==> config.mk <==
export PLATFORM = sky130hd
export DESIGN_NAME = down_cnt_ctrl
export DESIGN_NICKNAME = d
export VERILOG_FILES = /design/src/rtl/down_cnt_ctrl.sv
export SDC_FILE = /design/constraint.sdc
export NUM_CORES = 1
export LEC_CHECK = 0
export ABC_AREA = 1
export CAP_MARGIN = 20
export CORE_MARGIN = 2
export CORE_UTILIZATION = 51
export CTS_BUF_LIST = sky130_fd_sc_hd__clkbuf_4 sky130_fd_sc_hd__clkbuf_8
export CTS_CLUSTER_DIAMETER = 80
export DETAILED_ROUTE_END_ITERATION = 10
export GPL_ROUTABILITY_DRIVEN = 0
export HOLD_SLACK_MARGIN = 0.15
export PLACE_DENSITY = 0.86
export SYNTH_ARGS = -nofsm -noshare
export SYNTH_HDL_FRONTEND = slang
export SYNTH_SLANG_ARGS = --single-unit
==> constraint.sdc <==
create_clock -name clk -period 2.2 [get_ports clk]
set_clock_uncertainty 0.2 [all_clocks]
set_input_delay 0.44 -clock clk [delete_from_list [all_inputs] [get_ports clk]]
set_output_delay 0.44 -clock clk [all_outputs]
set_load 0.01 [all_outputs]
==> src/rtl/down_cnt_ctrl.sv <==
// down_cnt_ctrl: button-driven set/run/pause/alarm front-end for a BCD MM:SS down counter
module down_cnt_ctrl #(
  parameter int ALARM_CYCLES = 16
) (
  input  logic       clk,
  input  logic       rst_n,
  input  logic       mode_pulse,
  input  logic       inc_pulse,
  input  logic       start_pulse,
  input  logic [3:0] cur0,
  input  logic [3:0] cur1,
  input  logic [3:0] cur2,
  input  logic [3:0] cur3,
  output logic [3:0] val0,
  output logic [3:0] val1,
  output logic [3:0] val2,
  output logic [3:0] val3,
  output logic [1:0] set,
  output logic       switch,
  output logic       alarm
);
  localparam int TW = $clog2(ALARM_CYCLES + 1);
  typedef enum logic [2:0] {IDLE, SET_MIN, SET_SEC, RUN, PAUSE, EXPIRED} state_t;
  state_t state, state_nx;
  logic [TW-1:0] tmr, tmr_nx;
  logic zero, st, md, in, load_cur, inc_min, inc_sec;
  logic mu_wrap, su_wrap;
  logic [3:0] mu_nx, mt_nx, su_nx, sd_nx;
  assign zero = (cur3 | cur2 | cur1 | cur0) == 4'd0;
  assign st = start_pulse;
  assign md = mode_pulse & ~start_pulse;
  assign in = inc_pulse & ~mode_pulse & ~start_pulse;
  assign mu_wrap = val2 >= 4'd9;
  assign mu_nx = mu_wrap ? 4'd0 : val2 + 4'd1;
  assign mt_nx = mu_wrap ? (val3 >= 4'd9 ? 4'd0 : val3 + 4'd1) : val3;
  assign su_wrap = val0 >= 4'd9;
  assign su_nx = su_wrap ? 4'd0 : val0 + 4'd1;
  assign sd_nx = (val1 > 4'd5 || (su_wrap && val1 == 4'd5)) ? 4'd0 : val1 + {3'd0, su_wrap};
  assign set = state == SET_MIN ? 2'b01 : state == SET_SEC ? 2'b10 : 2'b00;
  assign switch = state == RUN;
  assign alarm = state == EXPIRED;
  // next-state, alarm timer and edit strobes; start beats mode beats inc
  always_comb begin
    state_nx = state;
    tmr_nx = '0;
    load_cur = 1'b0;
    inc_min = 1'b0;
    inc_sec = 1'b0;
    case (state)
      IDLE, PAUSE: begin
        if (st) state_nx = zero ? state : RUN;
        else if (md) begin
          state_nx = SET_MIN;
          load_cur = 1'b1;
        end
      end
      SET_MIN: begin
        if (st) state_nx = IDLE;
        else if (md) state_nx = SET_SEC;
        else inc_min = in;
      end
      SET_SEC: begin
        if (st || md) state_nx = IDLE;
        else inc_sec = in;
      end
      RUN: state_nx = zero ? EXPIRED : st ? PAUSE : RUN;
      EXPIRED: begin
        if (st || md || tmr == TW'(ALARM_CYCLES - 1)) state_nx = IDLE;
        else tmr_nx = tmr + 1'b1;
      end
      default: state_nx = IDLE;
    endcase
  end
  // state and alarm timer registers
  always_ff @(posedge clk or negedge rst_n) begin
    if (!rst_n) begin
      state <= IDLE;
      tmr <= '0;
    end else begin
      state <= state_nx;
      tmr <= tmr_nx;
    end
  end
  // preload digits: snapshot the live time on entering edit, BCD-increment the edited field
  always_ff @(posedge clk or negedge rst_n) begin
    if (!rst_n) {val3, val2, val1, val0} <= '0;
    else if (load_cur) {val3, val2, val1, val0} <= {cur3, cur2, cur1, cur0};
    else if (inc_min) {val3, val2} <= {mt_nx, mu_nx};
    else if (inc_sec) {val1, val0} <= {sd_nx, su_nx};
  end
endmodule

==> results of run 1 <==
==> layout by cell type, fill, tap and decap left out, types with 2 or more instances in the layout <==
cell             Yosys  routed
o211ai_1             6       6
dfrtp_1             24      23
clkbuf_4             0       3
clkdlybuf4s50_1      0      36
nor2_1              31      31
o21ai_1              4       4
dlygate4sd2_1        0       3
nand3_2              3       3
nor2_2               4       4
nand2_4              3       3
inv_2                3       3
nand2_1             61      61
buf_4                0       8
xnor2_1              2       2
nand2_2              4       4
xor2_1               3       3
o21ai_0              3       3
nand3_1             20      20
ha_1                13      13
inv_1               29      29
a22oi_1              2       2
a21oi_1              3       3
==> sequential cells by signal, indices dropped and copies added, names as in the netlist <==
register and flops:
val0 4, tmr 5, val2 4, val1 4, val3 4, state 3
==> where the power goes <==
part	switching (mW)	internal, mW	total [mW]
registers	0.200	0.605	0.805
clock network	0.138	0.101	0.239
logic	0.711	0.673	1.38
total	1.05	1.38	2.43
==> layout make-up <==
cell class	instances	area share
well taps	44	0.0252
inverters	32	0.0550
flip-flops and latches	24	0.275
clock buffers	4	0.0166
multi-input cells	166	0.418
repair buffers	48	0.210
==> metrics by stage <==
stage	total power, mW	instances	instance area [um2]
2_1_floorplan	1.60	224	1650
3_3_place_gp	2.13	310	2120
3_5_place_dp	2.16	310	2120
4_1_cts	2.42	316	2170
5_1_grt	2.64	318	2180
6_report	2.43	318	2180
==> layer usage <==
metal  part of all wire  GRT usage
met2               0.49      0.353
met5                  0          0
met1               0.47      0.303
met3              0.039     0.0277
met4                  0     0.0342
==> timing repair <==
item	in CTS	in global routing
resized for setup	4	1
setup endpoints to repair	4	1
setup buffers	2	2
hold buffers	0	0
==> logic make-up after synthesis <==
logic type                 share of synthesized area
and+or+nand+nor                                0.351
DFF                                            0.364
adders and majority gates                     0.0986
xor gates and xnor gates                      0.0266
buffers and inverters                         0.0827
AOI/OAI and AO/OA                             0.0774
==> worst max path at each step <==
stage / end / slack, ps / cells past startpoint
after floorplan: val1[2]$_DFFE_PN0P_ / 320 / 12
after global routing: val1[2]$_DFFE_PN0P_ / 40 / 11
after CTS: set[1] / 30 / 4
final: val3[0] / 180 / 1
after global placement: val3[0]$_DFFE_PN0P_ / 120 / 7
after detailed placement: val2[1]$_DFFE_PN0P_ / 50 / 7
==> impl_metrics.env, run 1 <==
export IMPL_hold_viol_final=0
export IMPL_post_synth_top_area_fraction=0.364
export IMPL_critPathRequiredTime_ps=1560
export IMPL_wl_per_cell_um=11.6
export IMPL_cp_arrival_ps=1380
export IMPL_die_width_um=60.9
export IMPL_ys_top_cells_by_area="dfrtp_1 (36%), nand2_1 (14%), ha_1 (9.9%)"
export IMPL_ys_types=24
export IMPL_slew_headroom=0.778
export IMPL_maxSlewViolCount=0
export IMPL_cts_tree="built"
export IMPL_grt_overflow=0
export IMPL_crit_type="reg -> out"
export IMPL_synth_area_per_cell_um2=7.36
export IMPL_critPathLaunchType="flip-flop"
export IMPL_antenna_left=0
export IMPL_syn_inst=224
export IMPL_syn_area_um2=1650
export IMPL_hpwl_um=2830
export IMPL_n_antenna_cell=0
export IMPL_synthTopCellsByCount="nand2_1 (61), nor2_1 (31), inv_1 (29), dfrtp_1 (24), nand3_1 (20)"
export IMPL_min_path_type="in -> async"
export IMPL_yosysTopAreaCell="dfrtp_1"
export IMPL_setup_tns_ps=0
export IMPL_place_ws_ps=51.1
export IMPL_cts_num_sinks=24
export IMPL_die_area_um2=3700
export IMPL_multi_input_area_um2=912
export IMPL_grt_pass1_wl_um=6000
export IMPL_min_period_over_period=0.919
export IMPL_end_kind="output pin"
export IMPL_cts_max_level=1
export IMPL_r2r_cells=12
export IMPL_ys_seq_area_frac=0.364
export IMPL_outcome="complete, no violations"
export IMPL_grt_pass1_vias=1404
export IMPL_vias=1546
export IMPL_drc=0
export IMPL_grt_max_degree=25
export IMPL_vias_per_cell=4.86
export IMPL_gr_usage_all_layers=0.213
export IMPL_die_y_um=60.9
export IMPL_fmax_mhz=495
export IMPL_tightest_slew_ps=329
export IMPL_path_cells="clkdlybuf4s50_1"
export IMPL_fillCellCount=255
export IMPL_start_util=0.540
export IMPL_vdd_ir_drop_max_mv=0.617
export IMPL_antenna_found_initial=0
export IMPL_fin_ws_ps=179
export IMPL_dr_first_iter_drc_count=102
export IMPL_layout_nets=309
export IMPL_yosysMostFrequentCell="nand2_1"
export IMPL_crit_start="val3[0]$_DFFE_PN0P_"
export IMPL_setup_viol=0
export IMPL_path_buf_inv=1
export IMPL_r2r_start="val0[1]$_DFFE_PN0P_"
export IMPL_num_rows=20
export IMPL_synth_nets=258
export IMPL_synthFlopType="dfrtp_1"
export IMPL_ys_ff_latch=24
export IMPL_ff2ff_setup_slack_ps=210
export IMPL_crit_family="buffers and inverters"
export IMPL_async_reset_ff_frac=1.00
export IMPL_drt_wl_total_um=3700
export IMPL_power_density_nw_per_um2=1110
export IMPL_numCtsBuffers=3
export IMPL_areaGrowthSynthToFinish_pct=32.5
export IMPL_rsz0062_at_grt="false"
export IMPL_dr_pass1_iters=4
export IMPL_drv_cap=0
export IMPL_clk_insertion_delay_late_ps=310
export IMPL_crit_fanout=7
export IMPL_p_leak_nw=1.11
export IMPL_io_pins=41
export IMPL_cp_slowest_cell="clkdlybuf4s50_1"
export IMPL_register_area_um2=602
export IMPL_clockRootBuffer="clkbuf_4"
export IMPL_path_clk_slew_ps=140
export IMPL_clock_path_buffers=2
export IMPL_hold_slack_ps=257
export IMPL_r2r_end="val1[2]$_DFFE_PN0P_"
export IMPL_yosysWarnings=0
export IMPL_core_um2=3050
export IMPL_slowest_delay_ps=580
export IMPL_finalCriticalPeriod_ps=2020
export IMPL_drive_gt1_frac=0.117
export IMPL_post_route_util=0.716
export IMPL_synth_edf_count=0
export IMPL_io_buffers=40
Note: power is estimated with default switching activity, not from simulation.
==> run 2, diff against run 1 <==
Settings changed: CORE_MARGIN 2 to 5, SLEW_MARGIN from default to 10.
==> run 2 against run 1 <==
Combinational power about the same; total power shrank 2.4%; register-to-register slack lost 20 ps; clock-buffer cell count decreased by 1; final cell count down 0.63%; critical endpoint unchanged; global-route usage down 3.6 points; sequential cell count is the same; maximum frequency about the same; clock power fell by 20%; largest power group unchanged; sequential share of layout area up 0.31 points; hold slack improved by 9.2 ps; core utilization is 1.2 points lower.
==> impl_metrics.env, run 2 (synthesis gave the netlist of run 1 again) <==
export IMPL_final_common_cell="nand2_1"
export IMPL_critPathLaunchType="flip-flop"
export IMPL_cts_num_sinks=24
export IMPL_p_leak_nw=1.09
export IMPL_outcome="complete, no violations"
export IMPL_fmax_mhz=494
export IMPL_drv_cap=0
export IMPL_min_path_type="in -> async"
export IMPL_grt_pass1_wl_um=6200
export IMPL_finalCriticalPeriod_ps=2020
export IMPL_n_antenna_cell=0
export IMPL_numCtsBuffers=3
export IMPL_grt_overflow=0
export IMPL_start_util=0.536
export IMPL_drc=0
export IMPL_post_route_util=0.703
export IMPL_cp_slowest_cell="clkdlybuf4s50_1"
export IMPL_critPathRequiredTime_ps=1560
export IMPL_antenna_found_initial=0
export IMPL_die_width_um=66.9
export IMPL_setup_tns_ps=0
export IMPL_top_register="tmr"
export IMPL_cts_tree="built"
export IMPL_tightest_slew_ps=315
export IMPL_crit_fanout=7
export IMPL_clock_path_buffers=2
export IMPL_drt_wl_total_um=3670
export IMPL_path_buf_inv=1
export IMPL_crit_family="buffers and inverters"
export IMPL_slew_headroom=0.788
export IMPL_grt_pass1_vias=1462
export IMPL_hold_viol_final=0
export IMPL_cts_max_level=1
export IMPL_io_buffers=40
export IMPL_clockRootBuffer="clkbuf_4"
export IMPL_antenna_left=0
export IMPL_gr_usage_all_layers=0.176
export IMPL_grt_max_degree=25
export IMPL_die_y_um=66.9
export IMPL_min_period_over_period=0.920
export IMPL_vias=1539
export IMPL_hpwl_um=2940
export IMPL_largest_reg_flops=5
export IMPL_rsz0062_at_grt="false"
export IMPL_num_rows=20
export IMPL_layout_common_cells="nand2_1 (61), clkdlybuf4s50_1 (36), nor2_1 (31), inv_1 (29), dfrtp_1 (22)"
export IMPL_wl_per_cell_um=11.6
export IMPL_slowest_delay_ps=590
export IMPL_path_cells="clkdlybuf4s50_1"
export IMPL_maxSlewViolCount=0
export IMPL_die_area_um2=4470
export IMPL_io_pins=41
export IMPL_drive_gt1_frac=0.114
export IMPL_cp_arrival_ps=1380
export IMPL_path_clk_slew_ps=130
export IMPL_dr_first_iter_drc_count=81
export IMPL_crit_type="reg -> out"
export IMPL_core_um2=3080
export IMPL_cts_hold_buf=0
export IMPL_power_density_nw_per_um2=1090
export IMPL_vdd_ir_drop_max_mv=0.595
export IMPL_layout_nets=308
export IMPL_setup_viol=0
export IMPL_dr_pass1_iters=4
export IMPL_vias_per_cell=4.87
export IMPL_end_kind="output pin"
export IMPL_areaGrowthSynthToFinish_pct=31.3
export IMPL_clk_insertion_delay_late_ps=300
[run 2: cell count changes in the layout (fill, tap and decap cells not counted), sizes merged]
cell	previous run	this run
buf	8	7
clkbuf	4	3
[run 2: worst reg2reg max path, cell delays in order (launching register included)]
cell and delay [ps]:
dfrtp_1 450, inv_1 120, ha_1 150, nand3_1 70, nand2_1 110, inv_1 60, ha_1 170, ha_1 180
xnor2_1 180, nor2_1 60, nand3_1 90, nand3_1 60
[run 2: final cells by class]
| type | count | area (um2) |
|---|---|---|
| timing repair buffer | 47 | 452 |
| multi-input combinational | 166 | 912 |
| fill | 268 | 913 |
| tap | 44 | 55.1 |
| inverter | 32 | 120 |
| sequential | 24 | 603 |
| clock buffer | 3 | 22.5 |
[run 2: through the flow]
step	power [mW]	cell area, um2	instances	hold WS (ps)	worst slack [ps]
floorplan	1.60	1650	224	-55.6	319
global route	2.60	2160	316	308	16.7
finish	2.37	2160	316	266	177
detailed placement	2.18	2130	311	260	90.1
global placement	2.14	2130	311	255	168
CTS	2.37	2150	315	277	1.66
[run 2: metal layers]
metal	vias up	track usage	share of wire
li1	802	-	-
met1	698	0.232	0.46
met4	0	0.0506	0.0098
met5	-	0	0
met2	35	0.296	0.48
met3	4	0.0287	0.051
[run 2: what timing repair did]
| action | in CTS | in global routing |
|---|---|---|
| resized for setup | 4 | 2 |
| hold endpoints to repair | 0 | 0 |
| endpoints found under the setup margin | 4 | 1 |
| gates cloned | 0 | 0 |
| buffers inserted | 1 | 1 |
[run 2: worst paths after layout]
path | cells past startpoint | endpoint | from | slack [ps]
worst min-delay path | 2 | state[2]$_DFFE_PN0P_ | rst_n | 270
worst max-delay path | 1 | val3[0] | val3[0]$_DFFE_PN0P_ | 180
max in group asynchronous | 2 | state[1]$_DFFE_PN0P_ | rst_n | 1280
min in group clk | 1 | tmr[0]$_DFF_PN0_ | tmr[0]$_DFF_PN0_ | 270
worst min register to register | 1 | tmr[0]$_DFF_PN0_ | tmr[0]$_DFF_PN0_ | 270
worst max register to register | 11 | val1[2]$_DFFE_PN0P_ | val0[0]$_DFFE_PN0P_ | 190
[run 2: power by group]
part	total [mW]	switching, mW	internal, mW	leakage (nW)
Sequential	0.817	0.210	0.607	0.302
Combinational	1.36	0.703	0.658	0.778
Clock	0.192	0.128	0.0639	0.0138
Total	2.37	1.04	1.33	1.09
==> run 3, diff against run 2 <==
Settings changed: CORE_MARGIN 5 to 10, GPL_TIMING_DRIVEN from default to 0.
==> run 3 against run 2 <==
Final cell count unchanged; first-iteration DRC count up 31%; routed wire length up 11%; largest cell class unchanged; sequential power down 0.5%; clock-buffer cell count unchanged; die area up 32%; register-to-register slack about the same; global-route usage down 3.6 points; critical endpoint is now switch.
==> impl_metrics.env, run 3 (synthesis gave the netlist of run 1 again) <==
export IMPL_outcome="complete, no violations"
export IMPL_critPathLaunchType="flip-flop"
export IMPL_final_common_cell="nand2_1"
export IMPL_areaGrowthSynthToFinish_pct=33.2
export IMPL_antenna_found_initial=0
export IMPL_start_util=0.536
export IMPL_final_cell_area_um2=2200
export IMPL_placed_cell_area_um2=2100
export IMPL_place_ws_ps=57.7
export IMPL_fin_ws_ps=136
export IMPL_r2r_end="val1[2]$_DFFE_PN0P_"
export IMPL_switching_share=0.426
export IMPL_p_leak_nw=1.10
export IMPL_vdd_ir_drop_max_mv=0.724
export IMPL_die_width_um=76.9
export IMPL_antenna_left=0
export IMPL_crit_fanout=4
export IMPL_clkPwrFrac=0.131
export IMPL_numCtsBuffers=3
export IMPL_crit_type="reg -> out"
export IMPL_cp_slowest_cell="dfrtp_2"
export IMPL_hold_viol_final=0
export IMPL_wl_met1_um=1790
export IMPL_p_comb_frac=0.549
export IMPL_crit_family="buffers and inverters"
export IMPL_clock_path_buffers=2
export IMPL_min_path_type="in -> async"
export IMPL_cp_arrival_ps=1420
export IMPL_fmax_mhz=484
export IMPL_drv_cap=0
export IMPL_num_rows=20
export IMPL_slew_headroom=0.626
export IMPL_layout_nets=307
export IMPL_io_pins=41
export IMPL_cts_tree="built"
export IMPL_r2r_start="val0[0]$_DFFE_PN0P_"
export IMPL_n_antenna_cell=0
export IMPL_gr_usage_all_layers=0.140
export IMPL_hpwl_um=3160
export IMPL_multi_input_area_um2=915
export IMPL_post_route_util=0.713
export IMPL_cts_max_level=1
export IMPL_vias=1571
export IMPL_critPathRequiredTime_ps=1560
export IMPL_grt_max_degree=25
export IMPL_power_density_nw_per_um2=1160
export IMPL_vias_per_cell=4.97
export IMPL_drive_gt1_frac=0.121
export IMPL_wl_per_cell_um=12.9
export IMPL_cts_num_sinks=24
export IMPL_layout_common_cells="nand2_1 (61), clkdlybuf4s50_1 (36), nor2_1 (30), inv_1 (29), dfrtp_1 (21)"
export IMPL_r2r_cells=11
export IMPL_dr_wl_met3_um=207
export IMPL_register_area_um2=604
export IMPL_slowest_delay_ps=400
export IMPL_rsz0062_at_grt="false"
export IMPL_end_kind="output pin"
export IMPL_final_cell_count_no_fill=316
export IMPL_internal_power_mw=1.46
export IMPL_grt_pass1_vias=1556
export IMPL_setup_viol=0
export IMPL_dp_cells=308
export IMPL_seqPwrFrac=0.320
export IMPL_clk_insertion_delay_late_ps=340
export IMPL_dr_first_iter_drc_count=106
export IMPL_switchingPower_mw=1.08
export IMPL_grt_overflow=0
export IMPL_path_clk_slew_ps=150
export IMPL_fillCellCount=268
export IMPL_die_area_um2=5910
export IMPL_min_period_over_period=0.938
export IMPL_path_buf_inv=2
export IMPL_die_y_um=76.9
export IMPL_ff2ff_setup_slack_ps=200
export IMPL_path_cells="buf_4, nand2_2, nor2_2, dlygate4sd2_1"
export IMPL_dr_pass1_iters=4
export IMPL_top_layer_used="met4"
export IMPL_largest_reg_flops=5
export IMPL_io_buffers=40
export IMPL_core_um2=3080
export IMPL_grt_pass1_wl_um=6960
export IMPL_drc=0
export IMPL_wl_met2_um=2040
export IMPL_drt_wl_total_um=4080
export IMPL_clockRootBuffer="clkbuf_4"
export IMPL_top_register="tmr"
export IMPL_setup_tns_ps=0
export IMPL_tightest_slew_ps=559
export IMPL_maxSlewViolCount=0
export IMPL_finalCriticalPeriod_ps=2060
==> run 3: stage by stage <==
step	hold slack, ps	total power [mW]
6_report	242	2.54
5_1_grt	259	2.78
4_1_cts	280	2.53
3_5_place_dp	261	2.18
3_3_place_gp	253	2.13
2_1_floorplan	-55.6	1.60
==> run 3: final cells by class <==
class,instances,share of cell area
Buffer,2,0.00741
Clock buffer,3,0.0103
Clock inverter,1,0.0137
Inverter,32,0.0547
Multi-Input combinational cell,166,0.417
Sequential cell,24,0.275
Tap cell,44,0.0251
Timing Repair Buffer,44,0.197
==> run 3: worst max path at each step <==
| stage | end | depth (start not counted) | startpoint |
|---|---|---|---|
| floorplan | val1[2]$_DFFE_PN0P_ | 12 | val0[1]$_DFFE_PN0P_ |
| global placement | val1[3]$_DFFE_PN0P_ | 6 | start_pulse |
| detailed placement | val1[3]$_DFFE_PN0P_ | 6 | start_pulse |
| CTS | set[1] | 4 | state[2]$_DFFE_PN0P_ |
| global route | val1[2]$_DFFE_PN0P_ | 11 | val0[0]$_DFFE_PN0P_ |
| finish | switch | 4 | state[0]$_DFFE_PN0P_ |
==> run 3: power groups by stage <==
stage / combinational (mW) / sequential [mW] / clock, mW
after floorplan: 0.754 / 0.846 / 0
after global placement: 1.32 / 0.813 / 0
after global routing: 1.58 / 0.845 / 0.350
after detailed placement: 1.35 / 0.822 / 0
after CTS: 1.38 / 0.811 / 0.336
final: 1.40 / 0.813 / 0.334
==> run 3: metal layers <==
metal,GRT usage,vias up
met4,0.0428,0
met2,0.238,34
met1,0.163,729
li1,-,803
met3,0.0431,5
met5,0,-
==> run 3: repair_timing <==
| action | 4_1_cts | 5_1_grt |
|---|---|---|
| gates cloned | 0 | 0 |
| hold buffers | 0 | 0 |
| endpoints found under the setup margin | 4 | 2 |
| gates resized for setup | 6 | 2 |
| buffers inserted | 1 | 2 |
